$ cat src/rtl/elelock_ctrl.sv
// elelock_ctrl: keypad PIN sequencer with debounce, compare and timed lockout.
// Define CODE_CHANGE_EN to add set_code_i and the in-field code change mode.
module elelock_ctrl #(
  parameter int                  DIGITS      = 4,
  parameter logic [DIGITS*4-1:0] CODE        = 16'h1234,
  parameter int                  MAX_FAIL    = 3,
  parameter int                  LOCKOUT_CYC = 1000,
  parameter int                  TIMEOUT_CYC = 500,
  localparam int                 CW          = $clog2(DIGITS+1)
) (
  input  logic          clk_i,
  input  logic          reset_i,
  input  logic [9:0]    tenkey_i,
  input  logic          close_i,
`ifdef CODE_CHANGE_EN
  input  logic          set_code_i,
`endif
  output logic          lock_o,
  output logic          alarm_o,
  output logic [CW-1:0] entry_cnt_o
);

  localparam int BW   = DIGITS*4;
  localparam int TMAX = (LOCKOUT_CYC > TIMEOUT_CYC) ? LOCKOUT_CYC
                                                    : TIMEOUT_CYC;
  localparam int TW   = $clog2(TMAX+1);
  localparam int FW   = $clog2(MAX_FAIL+1);

  typedef enum logic [2:0] {
    S_LOCKED,
    S_ENTRY,
    S_CHECK,
    S_OPEN,
`ifdef CODE_CHANGE_EN
    S_SETCODE,
`endif
    S_LOCKOUT
  } state_t;

  state_t          state_q;
  logic [9:0]      tk_q;
  logic [9:0]      tk_p;
  logic [BW-1:0]   buf_q;
  logic [BW-1:0]   buf_d;
  logic [BW-1:0]   code_w;
  logic [CW-1:0]   cnt_q;
  logic [FW-1:0]   fail_q;
  logic [FW-1:0]   fail_d;
  logic [TW-1:0]   timer_q;
  logic [TW-1:0]   timer_d;
  logic            lock_q;
  logic            alarm_q;
  logic            onehot;
  logic            kp;
  logic            timeout;
  logic [3:0]      digit;

`ifdef CODE_CHANGE_EN
  logic [BW-1:0]   code_q;
  logic [BW-1:0]   shadow_q;
  logic [BW-1:0]   shadow_d;
  assign code_w   = code_q;
  assign shadow_d = {shadow_q[BW-5:0], digit};
`else
  assign code_w = CODE;
`endif

  // A press is the first cycle a clean single key follows an idle bus.
  always_comb begin
    onehot = (tk_q != '0) && ((tk_q & (tk_q - 10'd1)) == '0);
    kp     = onehot && (tk_p == '0);
    digit  = '0;
    for (int i = 0; i < 10; i++) begin
      if (tk_q[i]) digit = 4'(i);
    end
  end

  assign buf_d   = {buf_q[BW-5:0], digit};
  assign fail_d  = (fail_q == FW'(MAX_FAIL)) ? fail_q : fail_q + 1'b1;
  assign timer_d = (timer_q == TW'(TMAX)) ? timer_q : timer_q + 1'b1;
  assign timeout = (timer_q == TW'(TIMEOUT_CYC-1));

  always_ff @(posedge clk_i) begin
    if (reset_i) begin
      state_q  <= S_LOCKED;
      tk_q     <= '0;
      tk_p     <= '0;
      buf_q    <= '0;
      cnt_q    <= '0;
      fail_q   <= '0;
      timer_q  <= '0;
      lock_q   <= 1'b1;
      alarm_q  <= 1'b0;
`ifdef CODE_CHANGE_EN
      code_q   <= CODE;
      shadow_q <= '0;
`endif
    end else begin
      tk_q    <= tenkey_i;
      tk_p    <= tk_q;
      timer_q <= timer_d;
      unique case (state_q)
        S_LOCKED: begin
          if (kp) begin
            buf_q   <= buf_d;
            cnt_q   <= CW'(1);
            timer_q <= '0;
            state_q <= S_ENTRY;
          end
        end
        S_ENTRY: begin
          if (cnt_q == CW'(DIGITS)) begin
            timer_q <= '0;
            state_q <= S_CHECK;
          end else if (kp) begin
            buf_q   <= buf_d;
            cnt_q   <= cnt_q + 1'b1;
            timer_q <= '0;
          end else if (timeout) begin
            buf_q   <= '0;
            cnt_q   <= '0;
            timer_q <= '0;
            state_q <= S_LOCKED;
          end
        end
        S_CHECK: begin
          buf_q   <= '0;
          cnt_q   <= '0;
          timer_q <= '0;
          if (buf_q == code_w) begin
            lock_q  <= 1'b0;
            fail_q  <= '0;
            state_q <= S_OPEN;
          end else begin
            fail_q <= fail_d;
            if (fail_d == FW'(MAX_FAIL)) begin
              alarm_q <= 1'b1;
              state_q <= S_LOCKOUT;
            end else begin
              state_q <= S_LOCKED;
            end
          end
        end
        S_OPEN: begin
          if (close_i) begin
            lock_q  <= 1'b1;
            timer_q <= '0;
            state_q <= S_LOCKED;
          end
`ifdef CODE_CHANGE_EN
          else if (set_code_i) begin
            shadow_q <= '0;
            cnt_q    <= '0;
            timer_q  <= '0;
            state_q  <= S_SETCODE;
          end
`endif
        end
`ifdef CODE_CHANGE_EN
        S_SETCODE: begin
          if (kp) begin
            timer_q <= '0;
            if (cnt_q == CW'(DIGITS-1)) begin
              code_q   <= shadow_d;
              shadow_q <= '0;
              cnt_q    <= '0;
              state_q  <= S_OPEN;
            end else begin
              shadow_q <= shadow_d;
              cnt_q    <= cnt_q + 1'b1;
            end
          end else if (timeout) begin
            shadow_q <= '0;
            cnt_q    <= '0;
            timer_q  <= '0;
            state_q  <= S_OPEN;
          end
        end
`endif
        S_LOCKOUT: begin
          if (timer_q == TW'(LOCKOUT_CYC-1)) begin
            alarm_q <= 1'b0;
            fail_q  <= '0;
            timer_q <= '0;
            state_q <= S_LOCKED;
          end
        end
        default: state_q <= S_LOCKED;
      endcase
    end
  end

  assign lock_o      = lock_q;
  assign alarm_o     = alarm_q;
  assign entry_cnt_o = cnt_q;

endmodule

$ cat config.mk
export PLATFORM = sky130hd
export DESIGN_NAME = elelock_ctrl
export DESIGN_NICKNAME = d
export VERILOG_FILES = /design/src/rtl/elelock_ctrl.sv
export SDC_FILE = /design/constraint.sdc
export NUM_CORES = 1
export LEC_CHECK = 0
export BUFFER_PORTS_ARGS = -buffer_cell sky130_fd_sc_hd__buf_4
export CORE_MARGIN = 2
export CORE_UTILIZATION = 64
export CTS_CLUSTER_DIAMETER = 150
export DETAILED_ROUTE_END_ITERATION = 7
export PLACE_DENSITY = 0.84
export SLEW_MARGIN = 20
export SYNTH_ARGS = -nofsm -noshare
export SYNTH_HDL_FRONTEND = slang
export SYNTH_SLANG_ARGS = --single-unit
$ cat constraint.sdc
create_clock -name clk_i -period 6.15 [get_ports clk_i]
set_clock_uncertainty 0.1 [all_clocks]
set_input_delay 0.3075 -clock clk_i [delete_from_list [all_inputs] [get_ports clk_i]]
set_output_delay 0.3075 -clock clk_i [all_outputs]
set_load 0.05 [all_outputs]
# Word level (Yosys, flattened, before mapping)
# Index checks and enable logic that the tools add are counted.
# Widths: inputs -> output; s select.
# classes
add_sub_neg	4
eq_ne	21
muxes	45
n_bitwise	1
reduce_logical	14
# op_table
cell	n
$mux 10	7
$mux 16	4
$pmux 10 s5	1
$pmux 16 s3	1
$mux 4	8
$mux 3	10
$eq 10x10->1 const B	2
$logic_not 10->1	2
$eq 16x13->1 const B	1
$pmux 3 s5	1
$ne 2x2->1 const B	7
$add 10x1->10 const B	1
$and 10x10->10	1
$eq 10x9->1 const B	1
$reduce_bool 10->1	1
$sub 10x1->10 const B	1
$ne 3x3->1 const B	3
$pmux 3 s3	1
$reduce_and 4->1	2
$eq 3x2->1 const B	2
$eq 3x3->1 const B	2
$mux 1	6
$mux 2	3
$reduce_and 5->1	1
other kinds (12)	16
# word_totals
reg_bits	56
in_bits	13
output_inout_bits	5
word_cells	94

# Longest topological paths before layout
# logic_depth
depth_word	12
depth_mapped	9
mapped_depth_nobuf	8

# Worst setup path after synthesis
# No wires, ideal clock.
# synth_timing
kind	flip-flop to flip-flop
startpoint	reg cnt_q[0] (netlist: entry_cnt_o[0])
endpoint	reg buf_q[13]
setup_time_ns	0.092
arrival_time_ns	2.229
required_ns	5.958
slack_ns	3.728
path_stages_with_launch	10
path_buffers	1
period_less_slack_ns	2.422
cell_sequence	dfxtp_1 inv_1 ha_1 nand2_1 nand2b_1 a21oi_1 nand2_1 a211o_4 buf_6 o32ai_1
# synth_between
elab_chain_len	3
# synth_rtl
item	line	rtl
start: declaration	46	logic [CW-1:0] cnt_q;
start signal: assignment	117	cnt_q <= cnt_q + 1'b1;
$eq 3x3->1	112	if (cnt_q == CW'(DIGITS)) begin
$ne 2x2->1 (no line)	n/a	
$reduce_and 4->1 (no line)	n/a	
end signal: assignment	105	buf_q <= buf_d;
end signal: assignment	116	buf_q <= buf_d;
end: declaration	43	logic [BW-1:0] buf_q;
# No other way between the ends.
# A chain may end at the register's enable or synchronous reset.

# Worst setup path in the final report
# layout_timing
startpoint	reg tk_q[0]
endpoint	reg timer_q[2]
# layout_between
elab_chain_len	8
elab_cells_between_ends	10
classes_between	add/sub (1); mux (4); bitwise (1); reduce/logical (4)
# layout_rtl
item	line	rtl
start: declaration	41	logic [9:0] tk_q;
start signal: assignment	99	tk_q <= tenkey_i;
$sub 10x1->10	70	onehot = (tk_q != '0) && ((tk_q & (tk_q - 10'd1)) == '0);
$and 10x10->10	70	
$logic_not 10->1	70	
$logic_and 1x1->1 *	70	
$logic_and 1x1->1 *	71	kp = onehot && (tk_p == '0);
$mux 10	115	end else if (kp) begin
$mux 10	112	
$pmux 10 s5 *	102	unique case (state_q)
end signal: assignment	101	timer_q <= timer_d;
end: declaration	49	logic [TW-1:0] timer_q;
# Every way passes the cells marked *; elsewhere a longest branch is shown, timed or not.

==> impl_metrics.toml <==
[hold_path]
hold_path_class = "in -> reg"

[route]
wl_per_cell_microns = 13.8
routed_wl_microns = 4740
vias = 2068
drc = 0
first_pass_iters = 4
vias_per_cell = 6.01
drt-initial-drc-count = 137
ant_nets = 0

[critical_path]
crit_chain = "or4_4 -> o32a_1 -> or2_1 -> o32a_1 -> o21ai_2 -> nor3_1"
worst_ep_arrival_time_ns = 2.60
r2r_slack_ns = 3.63
cp_max_fo = 10
required_ns = 6.23
worst_setup_path_start_kind = "flip-flop"
cp-endpoint = "timer_q[2]"
max_stage_delay_ns = 0.57
startpoint = "tk_q[0]"
endpoint_kind = "flip-flop"
cp_slowest_cell = "or4_4"
reg2regPathDepth = 6
r2r-start = "tk_q[0]"
r2r-end = "timer_q[2]"
crit_type = "reg -> reg"
crit_top_cell = "o32a_1"

[synth]
ys_ff_latch = 56
yosysMostFrequentCell = "dfxtp_1"
synth.area.mux_share_pct = 0.783
synth_area_leaders = "dfxtp_1, nor2b_1, nand2_1"
ys_types = 53
async_reset_ff_share_pct = 0
synthSimpleGateAreaFrac_pct = 25.1
synth_warnings = 0
synth.net_count = 301
yosys.area.top_type = "dfxtp_1"
synth_top_area_share_pct = 43.8
synth-compound-area-share_pct = 20.4
synth_top_family_by_area = "simple AND/OR/NAND/NOR gates"
synthFlopType = "dfxtp_1"
synthXorXnorAreaFrac_pct = 3.08
seq_area_frac_synth_pct = 43.8
syn-cell-area_sq_mm = 0.00256
synthTopCellsByCount = "dfxtp_1, nand2_1, nor2_1"
syn_inst = 284
synth_edf_count = 0
synthAdderAreaFrac_pct = 1.96
synth.avg_cell_area_sq_um = 9.01

[grt]
grt_first_pass_wirelength_microns = 8120
grtUsageTotal_pct = 23.8
busiest_layer = "met2"
antenna_found_initial = 0
use_met2_pct = 38.1
use_met1_pct = 29.8
grt-ovfl-total = 0
first_global_vias = 1909
grt_max_degree = 40
use_met3_pct = 6.17

[sta]
timing.fmax_mhz = 397
tns_ns = 0
setup_viol = 0
slew_viol_final = 0
fin_ws_ns = 3.63
period_minus_slack_ns = 2.52
max_slew_margin_pct = 55.8
hold_violations = 0
rsz0062_at_grt = "no"
fin_crit_sh_pct = 41.0
tightest_slew_ns = 0.656

[clock_tree]
cts_tree = "yes"
cts.hold.buffers_added = 0
clock_path_buffers = 2
cts.clk_slew.worst_paths_ns = 0.09
cts_root_buf = "clkbuf_8"
clk_latency_ns = 0.32
post_cts_buffers = 0
cts.htree.levels = 2
cts_buffers = 5
cts-resized-gates = 0
clock-sinks = 56

[status]
run_status = "complete, no violations"

[finish]
area_growth_pct = 8.32
fin_area_sq_mm = 0.00277
drive_gt1_share_pct = 15.2
final_nets = 312
n_fill_cell = 297
postLayoutCoreUtil_pct = 74.0
diodes = 0

[floorplanning]
rows = 22
die_width_microns = 67.2
start_util_pct = 68.3
core_area_sq_mm = 0.00374
fp.dieArea_sq_mm = 0.00452
io_pins = 18
die_h_microns = 67.2

[placement]
gp_congestion = 0.819
dpl_worst_slack_ns = 3.64
hpwl_microns = 3300
io_buffers = 17
placed_area_sq_mm = 0.00268

[power]
leakagePower_nw = 0.977
powerDensity_mw_per_mm2 = 323
ir_worst_vdd_uv = 211
power.total_uw = 894

[flow_run]
drv_cap = 0
-- layout make-up --
class	count	area, sq um	area share [%]
Multi-Input combinational cell	199	1310	47.3
Sequential cell	56	1120	40.5
Timing Repair Buffer	17	128	4.61
Clock buffer	5	68.8	2.48
Inverter	16	60.1	2.17
Tap cell	48	60.1	2.17
Clock inverter	3	21.3	0.768
-- power by group --
part           switching (mW)  internal [mW]
Clock                   0.121         0.0810
Sequential             0.0360          0.393
Combinational           0.159          0.104
-- metal layers --
| metal | share of wire [%] | wire length [microns] | vias to the layer above |
|---|---|---|---|
| li1 | - | - | 1036 |
| met1 | 47 | 2230 | 965 |
| met2 | 46 | 2180 | 55 |
| met3 | 4.2 | 198 | 12 |
| met4 | 2.8 | 131 | 0 |
| met5 | 0 | 0 | - |
-- worst max-delay path: cells and delay by family (launching register included) --
| kind | cells | cell delay [ns] |
|---|---|---|
| simple gates | 3 | 0.91 |
| compound gates | 3 | 1.03 |
| flops | 1 | 0.35 |
-- registers in the layout, summed over array words and instances (netlist names) --
name,cells
alarm_o,1
buf_q,16
entry_cnt_o,3
fail_q,2
lock_o,1
state_q,3
timer_q,10
tk_p,10
tk_q,10
-- worst min-delay path by stage --
stage           startpoint   endpoint  slack [ns]  depth (start not counted)
3_5_place_dp       alarm_o    alarm_o        0.37                          2
2_1_floorplan  tenkey_i[0]    tk_q[0]        0.34                          1
6_report       tenkey_i[2]    tk_q[2]        0.10                          2
3_3_place_gp     buf_q[12]  buf_q[12]        0.36                          2
5_1_grt        tenkey_i[2]    tk_q[2]        0.09                          2
4_1_cts        tenkey_i[2]    tk_q[2]        0.09                          2
-- cell families after synthesis --
kind of cell / Yosys count
muxes: 2
AOI/OAI and AO/OA: 66
and+or+nand+nor: 118
DFF: 56
adders and majority gates: 4
buffers and inverters: 29
xor gates and xnor gates: 9
-- stage by stage --
step,std cells,hold WS [ns]
2_1_floorplan,284,0.336
4_1_cts,344,0.0919
3_3_place_gp,336,0.362
5_1_grt,344,0.0907
3_5_place_dp,336,0.369
6_report,344,0.101
-- placed cells by master (no fill, tap or decap), types with 2 or more instances in the layout --
| cell type | instances |
|---|---|
| a211o_1 | 2 |
| a211oi_1 | 3 |
| a21oi_1 | 11 |
| a31oi_1 | 4 |
| buf_4 | 17 |
| clkbuf_8 | 5 |
| dfxtp_1 | 56 |
| ha_1 | 4 |
| inv_1 | 16 |
| mux2i_1 | 2 |
| nand2_1 | 28 |
| nand2b_1 | 6 |
| nand3_1 | 9 |
| nand4_1 | 3 |
| nor2_1 | 21 |
| nor2b_1 | 20 |
| nor3_1 | 6 |
| nor4_1 | 7 |
| nor4b_1 | 2 |
| o21a_1 | 2 |
| o21ai_0 | 7 |
| o21bai_1 | 2 |
| o22ai_1 | 5 |
| o22ai_2 | 5 |
| o31ai_1 | 4 |
| o32a_1 | 4 |
| o32ai_1 | 6 |
| o32ai_2 | 2 |
| or2_2 | 4 |
| or4_4 | 2 |
| xnor2_1 | 6 |
| xor2_1 | 3 |
Power figures use the tool's default switching activity.
